### config.mk
export PLATFORM = sky130hd
export DESIGN_NAME = cdb_arbiter
export DESIGN_NICKNAME = d
export VERILOG_FILES = /design/src/rtl/cdb_arbiter.sv
export SDC_FILE = /design/constraint.sdc
export NUM_CORES = 1
export LEC_CHECK = 0
export ABC_CLOCK_PERIOD_IN_PS = 3700
export CORE_UTILIZATION = 45
export DETAILED_ROUTE_END_ITERATION = 6
export PLACE_DENSITY = 0.73
export SYNTH_ARGS = -nofsm -noshare
export SYNTH_HDL_FRONTEND = slang
export SYNTH_SLANG_ARGS = --single-unit
### constraint.sdc
create_clock -name clock -period 3.7 [get_ports clock]
set_input_delay 0.74 -clock clock [delete_from_list [all_inputs] [get_ports clock]]
set_output_delay 0.74 -clock clock [all_outputs]
set_load 0.1 [all_outputs]
### src/rtl/cdb_arbiter.sv
`default_nettype none
// ============================================================================
// Module   : cdb_arbiter
// Brief    : CDB transmit end: per-FU result FIFOs, round-robin grant, one
//            registered broadcast per cycle. Option macro: CDB_BYPASS_EN.
// Revision : 1.0
// ============================================================================
module cdb_arbiter #(
  parameter int NUM_FU    = 4,
  parameter int QDEPTH    = 2,
  parameter int ROB_TAG_W = 3,
  parameter int RS_TAG_W  = 3,
  parameter int XLEN      = 32
) (
  input  logic                          clock,
  input  logic                          reset,
  input  logic                          squash_i,
  input  logic [NUM_FU-1:0]             fu_valid_i,
  output logic [NUM_FU-1:0]             fu_ready_o,
  input  logic [NUM_FU*ROB_TAG_W-1:0]   fu_rob_tag_i,
  input  logic [NUM_FU*RS_TAG_W-1:0]    fu_rs_tag_i,
  input  logic [NUM_FU*XLEN-1:0]        fu_value_i,
  output logic                          cdb_valid_o,
  output logic [ROB_TAG_W-1:0]          cdb_rob_tag_o,
  output logic [RS_TAG_W-1:0]           cdb_rs_tag_o,
  output logic [XLEN-1:0]               cdb_value_o,
  output logic [$clog2(NUM_FU)-1:0]     cdb_src_o
);

  localparam int SRC_W = $clog2(NUM_FU);
  localparam int PTR_W = $clog2(QDEPTH);
  localparam int CNT_W = $clog2(QDEPTH + 1);
  localparam logic [CNT_W-1:0]    FULL_CNT   = CNT_W'(QDEPTH);
  localparam logic [RS_TAG_W-1:0] RS_INVALID = '1;

  logic [NUM_FU-1:0][ROB_TAG_W-1:0] w_in_rob;
  logic [NUM_FU-1:0][RS_TAG_W-1:0]  w_in_rs;
  logic [NUM_FU-1:0][XLEN-1:0]      w_in_val;
  logic [NUM_FU-1:0][ROB_TAG_W-1:0] w_head_rob;
  logic [NUM_FU-1:0][RS_TAG_W-1:0]  w_head_rs;
  logic [NUM_FU-1:0][XLEN-1:0]      w_head_val;

  logic [NUM_FU-1:0] w_nonempty;
  logic [NUM_FU-1:0] w_accept;
  logic [NUM_FU-1:0] w_live;
  logic [NUM_FU-1:0] w_cand;
  logic [NUM_FU-1:0] w_grant;
  logic [NUM_FU-1:0] w_enq;
  logic [NUM_FU-1:0] w_deq;

  logic                 w_found;
  logic [SRC_W-1:0]     w_win;
  logic [ROB_TAG_W-1:0] w_sel_rob;
  logic [RS_TAG_W-1:0]  w_sel_rs;
  logic [XLEN-1:0]      w_sel_val;

  logic [SRC_W-1:0]     rr_q, rr_d;
  logic                 cdb_valid_q, cdb_valid_d;
  logic [ROB_TAG_W-1:0] cdb_rob_tag_q, cdb_rob_tag_d;
  logic [RS_TAG_W-1:0]  cdb_rs_tag_q, cdb_rs_tag_d;
  logic [XLEN-1:0]      cdb_value_q, cdb_value_d;
  logic [SRC_W-1:0]     cdb_src_q, cdb_src_d;

  for (genvar gi = 0; gi < NUM_FU; gi++) begin : g_fifo
    logic [PTR_W-1:0]     wr_ptr_q;
    logic [PTR_W-1:0]     rd_ptr_q;
    logic [CNT_W-1:0]     count_q;
    logic [ROB_TAG_W-1:0] rob_mem_q [QDEPTH];
    logic [RS_TAG_W-1:0]  rs_mem_q  [QDEPTH];
    logic [XLEN-1:0]      val_mem_q [QDEPTH];

    assign w_in_rob[gi] = fu_rob_tag_i[gi*ROB_TAG_W +: ROB_TAG_W];
    assign w_in_rs[gi]  = fu_rs_tag_i[gi*RS_TAG_W +: RS_TAG_W];
    assign w_in_val[gi] = fu_value_i[gi*XLEN +: XLEN];

    // Ready comes from the occupancy register alone, never from fu_valid.
    assign fu_ready_o[gi] = (count_q != FULL_CNT);
    assign w_nonempty[gi] = (count_q != '0);

    assign w_accept[gi] = fu_valid_i[gi] & fu_ready_o[gi] & ~squash_i;
    // A reserved ROB tag is handshaken but never stored or broadcast.
    assign w_live[gi]   = w_accept[gi] & (w_in_rob[gi] != '0);

`ifdef CDB_BYPASS_EN
    assign w_cand[gi] = w_nonempty[gi] | w_live[gi];
`else
    assign w_cand[gi] = w_nonempty[gi];
`endif

    assign w_grant[gi] = w_found & (w_win == SRC_W'(gi)) & ~squash_i;
    assign w_deq[gi]   = w_grant[gi] & w_nonempty[gi];
    assign w_enq[gi]   = w_live[gi] & ~(w_grant[gi] & ~w_nonempty[gi]);

    assign w_head_rob[gi] = rob_mem_q[rd_ptr_q];
    assign w_head_rs[gi]  = rs_mem_q[rd_ptr_q];
    assign w_head_val[gi] = val_mem_q[rd_ptr_q];

    always_ff @(posedge clock or posedge reset) begin
      if (reset) begin
        wr_ptr_q <= '0;
        rd_ptr_q <= '0;
        count_q  <= '0;
      end else if (squash_i) begin
        wr_ptr_q <= '0;
        rd_ptr_q <= '0;
        count_q  <= '0;
      end else begin
        if (w_enq[gi]) wr_ptr_q <= wr_ptr_q + PTR_W'(1);
        if (w_deq[gi]) rd_ptr_q <= rd_ptr_q + PTR_W'(1);
        if (w_enq[gi] && !w_deq[gi]) begin
          count_q <= count_q + CNT_W'(1);
        end else if (!w_enq[gi] && w_deq[gi]) begin
          count_q <= count_q - CNT_W'(1);
        end
      end
    end

    always_ff @(posedge clock) begin
      if (w_enq[gi]) begin
        rob_mem_q[wr_ptr_q] <= w_in_rob[gi];
        rs_mem_q[wr_ptr_q]  <= w_in_rs[gi];
        val_mem_q[wr_ptr_q] <= w_in_val[gi];
      end
    end
  end

  // First candidate at or after rr_q; NUM_FU is a power of two so the sum wraps.
  always_comb begin
    logic [SRC_W-1:0] w_idx;
    w_found = 1'b0;
    w_win   = '0;
    w_idx   = '0;
    for (int k = 0; k < NUM_FU; k++) begin
      w_idx = rr_q + SRC_W'(k);
      if (!w_found && w_cand[w_idx]) begin
        w_found = 1'b1;
        w_win   = w_idx;
      end
    end
  end

  always_comb begin
    w_sel_rob = w_head_rob[w_win];
    w_sel_rs  = w_head_rs[w_win];
    w_sel_val = w_head_val[w_win];
`ifdef CDB_BYPASS_EN
    if (!w_nonempty[w_win]) begin
      w_sel_rob = w_in_rob[w_win];
      w_sel_rs  = w_in_rs[w_win];
      w_sel_val = w_in_val[w_win];
    end
`endif
  end

  // Idle or squashed cycles drive tag 0 so no receiver can match a live entry.
  always_comb begin
    cdb_valid_d   = 1'b0;
    cdb_rob_tag_d = '0;
    cdb_rs_tag_d  = RS_INVALID;
    cdb_value_d   = cdb_value_q;
    cdb_src_d     = cdb_src_q;
    rr_d          = rr_q;
    if (w_found && !squash_i) begin
      cdb_valid_d   = 1'b1;
      cdb_rob_tag_d = w_sel_rob;
      cdb_rs_tag_d  = w_sel_rs;
      cdb_value_d   = w_sel_val;
      cdb_src_d     = w_win;
      rr_d          = w_win + SRC_W'(1);
    end
  end

  always_ff @(posedge clock or posedge reset) begin
    if (reset) begin
      rr_q          <= '0;
      cdb_valid_q   <= 1'b0;
      cdb_rob_tag_q <= '0;
      cdb_rs_tag_q  <= RS_INVALID;
      cdb_value_q   <= '0;
      cdb_src_q     <= '0;
    end else begin
      rr_q          <= rr_d;
      cdb_valid_q   <= cdb_valid_d;
      cdb_rob_tag_q <= cdb_rob_tag_d;
      cdb_rs_tag_q  <= cdb_rs_tag_d;
      cdb_value_q   <= cdb_value_d;
      cdb_src_q     <= cdb_src_d;
    end
  end

  assign cdb_valid_o   = cdb_valid_q;
  assign cdb_rob_tag_o = cdb_rob_tag_q;
  assign cdb_rs_tag_o  = cdb_rs_tag_q;
  assign cdb_value_o   = cdb_value_q;
  assign cdb_src_o     = cdb_src_q;

endmodule
`default_nettype wire

==> flow_metrics.py, run 1 <==
metrics = {
    "run_status": {
        "status": "finished, final reports clean",
    },
    "synth": {
        "syn_nets": 1026,
        "avgSynthCellArea_um2": 16.47,
        "ys_ff_latch": 363,
        "synth_enable_flop_cells": 304,
        "synthTopCellsByCount": "edfxtp_1, mux2i_1, dfrtp_1",
        "synth_area_um2": 14280,
        "synth_cell_types": 53,
        "syn_inst": 867,
        "synth.area.top_cells": "edfxtp_1, dfrtp_1, mux2i_1",
        "synth_most_common_cell": "edfxtp_1",
        "synth_ff_type": "edfxtp_1",
        "seq_area_frac_synth_pct": 74.29,
        "async_reset_ff_share_pct": 16.25,
        "yosysTopAreaCell": "edfxtp_1",
        "yosysWarnings": 0,
        "netlist.area_leader.share_pct": 63.92,
    },
    "setup_path": {
        "critPathArrivalTime_ns": 2.17,
        "slowest_delay_ns": 1.13,
        "crit_required_ns": 2.96,
        "cp_cell_sequence": "clkdlybuf4s50_1",
        "cp_slowest_cell": "clkdlybuf4s50_1",
        "cp-end-kind": "output pin",
        "critPathBufInv": 1,
        "reg2reg_to": "cdb_value_o[27]",
        "cp_top_family": "buffers and inverters",
        "ff2ff_setup_slack_ns": 0.98,
        "cp-startpoint": "cdb_rs_tag_o[2]",
        "critPathMaxFanout": 1,
        "critPathKind": "flop to output pin",
        "crit-reg2reg-launch": "g_fifo[0].count_q[0]",
        "critPathLaunchType": "flop",
        "rr_worst_depth": 5,
    },
    "clock_tree": {
        "clock-sinks": 363,
        "cts_resized": 0,
        "cts-root-buf": "clkbuf_16",
        "cts_setup_buffers": 0,
        "clk_pin_slew_ns": 0.06,
        "htree_levels": 2,
        "cts_made_buffers": 36,
        "cts_tree": "built",
        "worst_skew_pair.late_latency_ns": 0.51,
        "clock_path_buffers": 3,
        "ctsHoldBuffers": 0,
    },
    "layout": {
        "multi_input_area_um2": 3436,
        "drive_gt1_share_pct": 12.77,
        "seq_area_um2": 10610,
        "num-fill-cells": 2331,
        "final_core_util_pct": 58.25,
        "diodes": 0,
        "final_net_count": 1237,
        "syn_to_final_growth_pct": 26.06,
    },
    "drt": {
        "first_iter_violations": 799,
        "wire_per_inst_um": 22.34,
        "ant_nets": 0,
        "via_per_inst": 5.624,
        "vias": 8436,
        "dr.pass1.iters": 5,
        "drt-total-wl_um": 33520,
        "drc_errors": 0,
    },
    "sta": {
        "hold_violations": 0,
        "rsz0062_at_grt": "false",
        "worst_pin_slew_ns": 1.063,
        "drv_slew": 0,
        "max-slew-margin-rel_pct": 28.93,
        "holdWs_ns": 0.4978,
        "finalSetupViolations": 0,
        "skew_ns": 0.01720,
        "period_minus_slack_ns": 2.911,
        "post-route-period-util_pct": 78.67,
        "max_freq_ghz": 0.3435,
        "timing.setup.tns_ns": 0,
    },
    "floorplan": {
        "initial_utilization_pct": 46.20,
        "die-area_um2": 32450,
        "core_um2": 30910,
        "die_y_um": 180.1,
        "io-pin-count": 204,
        "dieWidth_um": 180.1,
        "fp-row-count": 64,
    },
    "global_route": {
        "grt_max_degree": 45,
        "overflow": 0,
        "grt_pass1_wl_um": 49800,
        "antenna_found_initial": 1,
        "grt_pass1_vias": 8590,
        "track_usage_pct": 20.56,
    },
    "placed_design": {
        "io_buffers": 203,
        "dp_hpwl_um": 22840,
        "gp_congestion": 0.8966,
    },
    "power_and_ir_drop": {
        "p_per_area_nw_per_um2": 817.9,
        "p_leak_nw": 5.999,
        "ir_drop_mv": 1.138,
        "finalPower_mw": 14.73,
    },
    "min_path": {
        "worstHoldPathType": "flop to flop",
        "hold-path-endpoint": "cdb_src_o[0]",
        "whs_path_depth": 2,
        "min_from": "cdb_src_o[0]",
    },
    "job": {
        "maxCapViolCount": 0,
    },
}
worst reg2reg max path: cells and delay by family (launching register included):
family | cells | cell delay, ns
buffers and inverters | 1 | 0.39
AND/OR/NAND/NOR | 1 | 0.58
AO/OA/AOI/OAI | 3 | 1.18
flip-flops | 1 | 0.49
sequential cells by signal, indices dropped and copies added, names as in the netlist:
signal	cells
cdb_src_o	2
g_fifo.wr_ptr_q	4
g_fifo.rs_mem_q	24
g_fifo.val_mem_q	256
rr_q	2
g_fifo.rob_mem_q	24
g_fifo.count_q	8
cdb_rs_tag_o	3
cdb_valid_o	1
cdb_rob_tag_o	3
g_fifo.rd_ptr_q	4
cdb_value_o	32
layout by cell type, fill, tap and decap left out, types with 5 or more instances in the layout:
cell,synthesis,layout
dfrtp_1,56,52
a31oi_1,18,18
nor2_1,49,49
clkinv_2,0,7
o22ai_1,23,23
a21oi_1,11,11
nor3_1,10,10
buf_4,0,26
nand2_1,11,11
buf_12,0,6
edfxtp_1,304,304
o211ai_1,18,18
o21ai_0,42,42
clkbuf_1,37,10
clkdlybuf4s50_1,0,197
mux2_2,31,31
mux2i_1,123,123
o32a_1,14,14
inv_1,6,5
o22a_1,18,18
xnor2_1,11,11
clkbuf_16,0,37
metal layers:
layer	global-route usage [%]	vias up	wire (um)
met5	0	-	13
met4	6.974	2	1009
met1	27.68	4186	13760
met2	33.70	391	15980
met3	3.840	57	2759
li1	-	3800	-
metrics by stage:
| step | cell area, um^2 | setup slack, ns | instances |
|---|---|---|---|
| floorplan | 14290 | 0.06002 | 867 |
| global placement | 16860 | 0.7562 | 1436 |
| detailed placement | 16860 | 0.6897 | 1436 |
| CTS | 18000 | 0.7783 | 1500 |
| global route | 18000 | 0.7600 | 1500 |
| finish | 18000 | 0.7891 | 1500 |
area by class of cell:
type	count	share of cell area, %
Clock buffer	50	5.581
Clock inverter	14	0.7784
Inverter	7	0.1459
Multi-Input combinational cell	441	19.08
Sequential cell	363	58.95
Tap cell	396	2.752
Timing Repair Buffer	229	12.70
report_power, final:
| part | internal, mW | switching [mW] |
|---|---|---|
| registers | 4.92 | 0.511 |
| logic | 1.88 | 3.87 |
| clock network | 2.10 | 1.44 |
kinds of logic (layout without fill, tap and decap cells):
family          after synthesis  count (layout)  synth area share (%)
flops                       363             363                 74.29
buf+inv                      63             300                 1.910
mux                         154             154                 11.07
simple gates                107             107                 3.838
compound gates              166             166                 8.043
xor+xnor                     14              14                0.8586
worst max-delay path by stage:
stage                                  to  slack [ns]  depth (start not counted)
3_3_place_gp   g_fifo[2].val_mem_q[1][21]        0.76                          4
5_1_grt                   cdb_rs_tag_o[2]        0.76                          1
3_5_place_dp   g_fifo[2].val_mem_q[1][21]        0.69                          4
2_1_floorplan   g_fifo[2].rob_mem_q[0][0]        0.06                          3
6_report                  cdb_rs_tag_o[2]        0.79                          1
4_1_cts                   cdb_rs_tag_o[2]        0.78                          1
Note: power is estimated with default switching activity, not from simulation.
==> inputs of run 2 (changes only) <==
ABC_CLOCK_PERIOD_IN_PS = 2970   (was 3700)
clock period = 2.97 ns   (was 3.7 ns; I/O delays follow)
==> run 2 against run 1 <==
Compared with the run above:
- register-to-register slack worse by 0.53 ns
- via count is 0.13% higher
- cell count increased by 1.2%
- critical path depth grew 5
- critical endpoint is now cdb_value_o[20]
- largest cell class unchanged
==> flow_metrics.py, run 2 (synthesis gave the netlist of run 1 again) <==
metrics = {
    "layout": {
        "syn_to_final_growth_pct": 26.37,
        "final_core_util_pct": 58.39,
        "mostFrequentLayoutCells": "edfxtp_1, clkdlybuf4s50_1, mux2i_1",
        "drive_gt1_share_pct": 16.80,
        "largest_reg_flops": 256,
        "num-fill-cells": 2338,
        "final_net_count": 1248,
        "multi_input_area_um2": 3435,
        "largest_register": "g_fifo.val_mem_q",
        "mostFrequentLayoutCell": "edfxtp_1",
        "seq_area_um2": 10610,
    },
    "placed_design": {
        "gp_congestion": 0.8746,
        "io_buffers": 203,
        "dp_hpwl_um": 23450,
    },
    "floorplan": {
        "fp-row-count": 64,
        "die_y_um": 180.1,
        "io-pin-count": 204,
        "die-area_um2": 32450,
        "core_um2": 30910,
        "dieWidth_um": 180.1,
        "initial_utilization_pct": 46.20,
    },
    "drt": {
        "drt-total-wl_um": 33750,
        "dr.pass1.iters": 5,
        "drc_errors": 0,
        "ant_nets": 0,
        "first_iter_violations": 629,
        "wire_per_inst_um": 22.23,
        "via_per_inst": 5.565,
        "vias": 8447,
    },
    "sta": {
        "period_minus_slack_ns": 2.516,
        "drv_slew": 0,
        "worst_pin_slew_ns": 0.9664,
        "hold_violations": 0,
        "max-slew-margin-rel_pct": 35.57,
        "rsz0062_at_grt": "false",
        "timing.setup.tns_ns": 0,
        "post-route-period-util_pct": 84.72,
        "finalSetupViolations": 0,
        "max_freq_ghz": 0.3974,
        "skew_ns": 0.01077,
    },
    "min_path": {
        "worstHoldPathType": "input port to asynchronous set/reset pin",
    },
    "global_route": {
        "track_usage_pct": 20.82,
        "grt_max_degree": 43,
        "grt_pass1_wl_um": 50750,
        "antenna_found_initial": 5,
        "grt_pass1_vias": 8723,
        "overflow": 0,
    },
    "setup_path": {
        "crit-reg2reg-launch": "g_fifo[1].count_q[0]",
        "cp_slowest_cell": "or3_1",
        "cp-startpoint": "g_fifo[1].count_q[0]",
        "critPathLaunchType": "flop",
        "reg2reg_to": "cdb_value_o[20]",
        "critPathArrivalTime_ns": 2.95,
        "rr_worst_depth": 6,
        "cp_cell_sequence": "nor2_2 > a21oi_1 > or3_1 > buf_4 > o22a_1 > a31oi_1",
        "slowest_delay_ns": 0.65,
        "ff2ff_setup_slack_ns": 0.45,
        "critPathKind": "flop to flop",
        "critPathMaxFanout": 20,
        "crit_required_ns": 3.40,
        "cp-end-kind": "flop",
    },
    "power_and_ir_drop": {
        "pwr-share-seq_pct": 36.3,
        "p_sw_mw": 7.255,
        "p_comb_share_pct": 39.4,
        "ir_drop_mv": 1.205,
        "p_clk_share_pct": 24.3,
        "p_per_area_nw_per_um2": 1016,
        "p_int_mw": 11.09,
        "p_leak_nw": 6.093,
        "swShare_pct": 39.56,
    },
    "run_status": {
        "status": "finished, final reports clean",
    },
    "clock_tree": {
        "cts_resized": 0,
        "cts-root-buf": "clkbuf_16",
        "clock_path_buffers": 3,
        "cts_setup_buffers": 0,
        "ctsHoldBuffers": 0,
        "htree_levels": 2,
        "clock-sinks": 363,
        "cts_tree": "built",
        "clk_pin_slew_ns": 0.06,
        "cts_made_buffers": 38,
        "worst_skew_pair.late_latency_ns": 0.52,
    },
    "job": {
        "maxCapViolCount": 0,
    },
}
[run 2: changes by cell type in the layout (fill, tap and decap cells not counted), sizes merged, moves of 3 or more]
cell	before	now
buf	32	80
bufinv	3	0
clkbuf	50	63
clkdlybuf4s50	197	158
clkinv	11	6
diode	0	3
[run 2: power groups by stage]
stage	clock network (mW)	logic [mW]	registers, mW
2_1_floorplan	0	3.55	8.33
3_5_place_dp	0	7.23	6.76
6_report	4.45	7.23	6.66
4_1_cts	4.52	7.27	6.66
5_1_grt	4.75	7.62	6.73
3_3_place_gp	0	7.15	6.74
[run 2: layout make-up]
cell class | count | share of cell area, %
Clock inverter | 7 | 0.2011
Inverter | 7 | 0.1456
Sequential cell | 363 | 58.81
Multi-Input combinational cell | 441 | 19.03
Antenna cell | 3 | 0.04160
Timing Repair Buffer | 238 | 12.71
Tap cell | 396 | 2.745
Clock buffer | 63 | 6.309
[run 2: worst max path at each step]
stage                     slack, ns                          to  depth (start not counted)
after global routing           0.29             cdb_value_o[18]                          6
after detailed placement       0.34  g_fifo[3].val_mem_q[0][24]                          4
after global placement         0.39  g_fifo[3].val_mem_q[0][17]                          4
final                          0.45             cdb_value_o[20]                          6
after CTS                      0.46             cdb_value_o[20]                          6
after floorplan                0.07   g_fifo[1].rob_mem_q[0][0]                          5
[run 2: per-stage QoR]
step           hold slack, ns  total power [mW]  instance area, um^2  worst slack, ns  std cells
3_5_place_dp           0.4808             13.99                16860           0.3409       1445
3_3_place_gp           0.4761             13.89                16860           0.3908       1445
4_1_cts                0.4575             18.46                18040           0.4645       1515
2_1_floorplan          0.5412             11.89                14300          0.07355        867
5_1_grt                0.4989             19.10                18040           0.2920       1515
6_report               0.4425             18.34                18050           0.4538       1518
[run 2: per-layer routing]
| layer | share of wire, % | up-vias | wire length [um] | GRT usage [%] |
|---|---|---|---|---|
| met5 | 0.11 | - | 38 | 0 |
| met4 | 2.8 | 6 | 960 | 6.974 |
| met3 | 8.6 | 64 | 2899 | 5.356 |
| met2 | 49 | 364 | 16620 | 35.16 |
| met1 | 39 | 4172 | 13230 | 26.14 |
| li1 | - | 3841 | - | - |
[run 2: critical path, delay by kind of cell (launching register included)]
kind | cells | cell delay [ns]
buffers and inverters | 1 | 0.36
flip-flops | 1 | 0.50
AO/OA/AOI/OAI | 3 | 0.55
AND/OR/NAND/NOR | 2 | 0.99
==> inputs of run 3 (changes only) <==
ABC_CLOCK_PERIOD_IN_PS = 2600   (was 2970)
clock period = 2.6 ns   (was 2.97 ns; I/O delays follow)
==> run 3 against run 2 <==
Compared with the run above:
- cell count is 0.33% higher
- critical path type unchanged
- non-clock buffer count is 13 higher
- highest routed layer is now met4
- setup slack worse by 0.27 ns
- largest power group unchanged
==> flow_metrics.py, run 3 (synthesis gave the netlist of run 1 again) <==
metrics = {
    "run_status": {
        "status": "finished, final reports clean",
    },
    "setup_path": {
        "ff2ff_setup_slack_ns": 0.18,
        "slowest_delay_ns": 0.65,
        "crit-reg2reg-launch": "g_fifo[0].count_q[1]",
        "critPathLaunchType": "flop",
        "critPathMaxFanout": 17,
        "critPathKind": "flop to flop",
        "cp-end-kind": "flop",
        "cp_cell_sequence": "o21bai_1 > a21oi_1 > or3_1 > buf_4 > buf_4 > o22a_1 > a31oi_1",
        "reg2reg_to": "cdb_value_o[28]",
        "crit_required_ns": 3.02,
        "critPathArrivalTime_ns": 2.83,
        "critPathBufInv": 2,
        "cp_top_family": "compound AO/OA/AOI/OAI gates",
        "cp_common_cell": "buf_4",
        "cp_slowest_cell": "or3_1",
        "rr_worst_depth": 7,
    },
    "layout": {
        "mostFrequentLayoutCell": "edfxtp_1",
        "largest_reg_flops": 256,
        "final_core_util_pct": 59.09,
        "mostFrequentLayoutCells": "edfxtp_1, clkdlybuf4s50_1, mux2i_1",
        "largest_register": "g_fifo.val_mem_q",
        "syn_to_final_growth_pct": 27.89,
        "diodes": 0,
        "final_net_count": 1260,
        "drive_gt1_share_pct": 18.28,
        "instances_no_fill": 1523,
    },
    "power_and_ir_drop": {
        "p_per_area_nw_per_um2": 1166,
        "ir_drop_mv": 1.247,
        "finalPower_mw": 21.29,
        "p_leak_nw": 6.202,
    },
    "floorplan": {
        "fp-row-count": 64,
        "die_y_um": 180.1,
        "die-area_um2": 32450,
        "initial_utilization_pct": 46.20,
        "core_um2": 30910,
        "dieWidth_um": 180.1,
        "io-pin-count": 204,
    },
    "sta": {
        "skew_ns": 0.01494,
        "hold_violations": 0,
        "drv_slew": 0,
        "max-slew-margin-rel_pct": 55.80,
        "post-route-period-util_pct": 92.99,
        "worst_pin_slew_ns": 0.6629,
        "finalSetupViolations": 0,
        "period_minus_slack_ns": 2.418,
        "max_freq_ghz": 0.4136,
        "timing.setup.tns_ns": 0,
        "rsz0062_at_grt": "false",
        "holdWs_ns": 0.3675,
    },
    "min_path": {
        "worstHoldPathType": "input port to asynchronous set/reset pin",
    },
    "clock_tree": {
        "clock_path_buffers": 3,
        "cts_tree": "built",
        "worst_skew_pair.late_latency_ns": 0.51,
        "cts-root-buf": "clkbuf_16",
        "clock-sinks": 363,
        "cts_made_buffers": 37,
        "cts_resized": 0,
        "clk_pin_slew_ns": 0.06,
        "ctsHoldBuffers": 0,
        "cts_setup_buffers": 0,
        "htree_levels": 2,
    },
    "placed_design": {
        "gp_congestion": 0.8778,
        "dp_cells": 1458,
        "dp_hpwl_um": 23750,
        "io_buffers": 203,
    },
    "global_route": {
        "grt_pass1_wl_um": 50540,
        "grt_max_degree": 43,
        "grt_pass1_vias": 8697,
        "track_usage_pct": 20.80,
        "antenna_found_initial": 0,
        "overflow": 0,
    },
    "drt": {
        "ant_nets": 0,
        "first_iter_violations": 700,
        "via_per_inst": 5.571,
        "drt-total-wl_um": 33990,
        "vias": 8485,
        "drc_errors": 0,
        "dr.pass1.iters": 5,
        "wire_per_inst_um": 22.32,
    },
    "job": {
        "maxCapViolCount": 0,
    },
}
## run 3: metrics by stage
step           area [um^2]  setup WS [ns]
4_1_cts              18260         0.2119
2_1_floorplan        14320       -0.01568
3_3_place_gp         17090         0.2073
3_5_place_dp         17090         0.1851
6_report             18260         0.1822
5_1_grt              18260        0.07375
## run 3: area by class of cell
cell class                 instances  area [um^2]
fill                            2364        12650
sequential                       363        10610
multi-input combinational        441         3440
clock buffer                      45        975.9
timing repair buffer             251         2517
clock inverter                    20        195.2
tap                              396        495.5
inverter                           7        26.28
## run 3: worst max path at each step
stage	startpoint	depth (start not counted)	end	slack, ns
detailed placement	squash_i	5	g_fifo[1].val_mem_q[0][25]	0.19
floorplan	squash_i	3	g_fifo[2].rob_mem_q[1][0]	-0.02
CTS	g_fifo[0].count_q[1]	7	cdb_value_o[28]	0.21
global route	g_fifo[0].count_q[1]	7	cdb_value_o[28]	0.07
global placement	squash_i	5	g_fifo[1].val_mem_q[0][27]	0.21
finish	g_fifo[0].count_q[1]	7	cdb_value_o[28]	0.18
## run 3: layer usage
metal,vias up,global-route usage [%],wire length (um)
li1,3864,-,-
met2,355,36.36,17110
met5,-,0,0
met4,0,5.983,857
met1,4214,26.23,13530
met3,52,4.204,2491
## run 3: power by group
| group | switching [mW] | internal (mW) | total (mW) |
|---|---|---|---|
| Sequential | 0.642 | 7.00 | 7.65 |
| Combinational | 5.56 | 2.93 | 8.49 |
| Clock | 2.09 | 3.06 | 5.16 |
| Total | 8.29 | 13.0 | 21.3 |
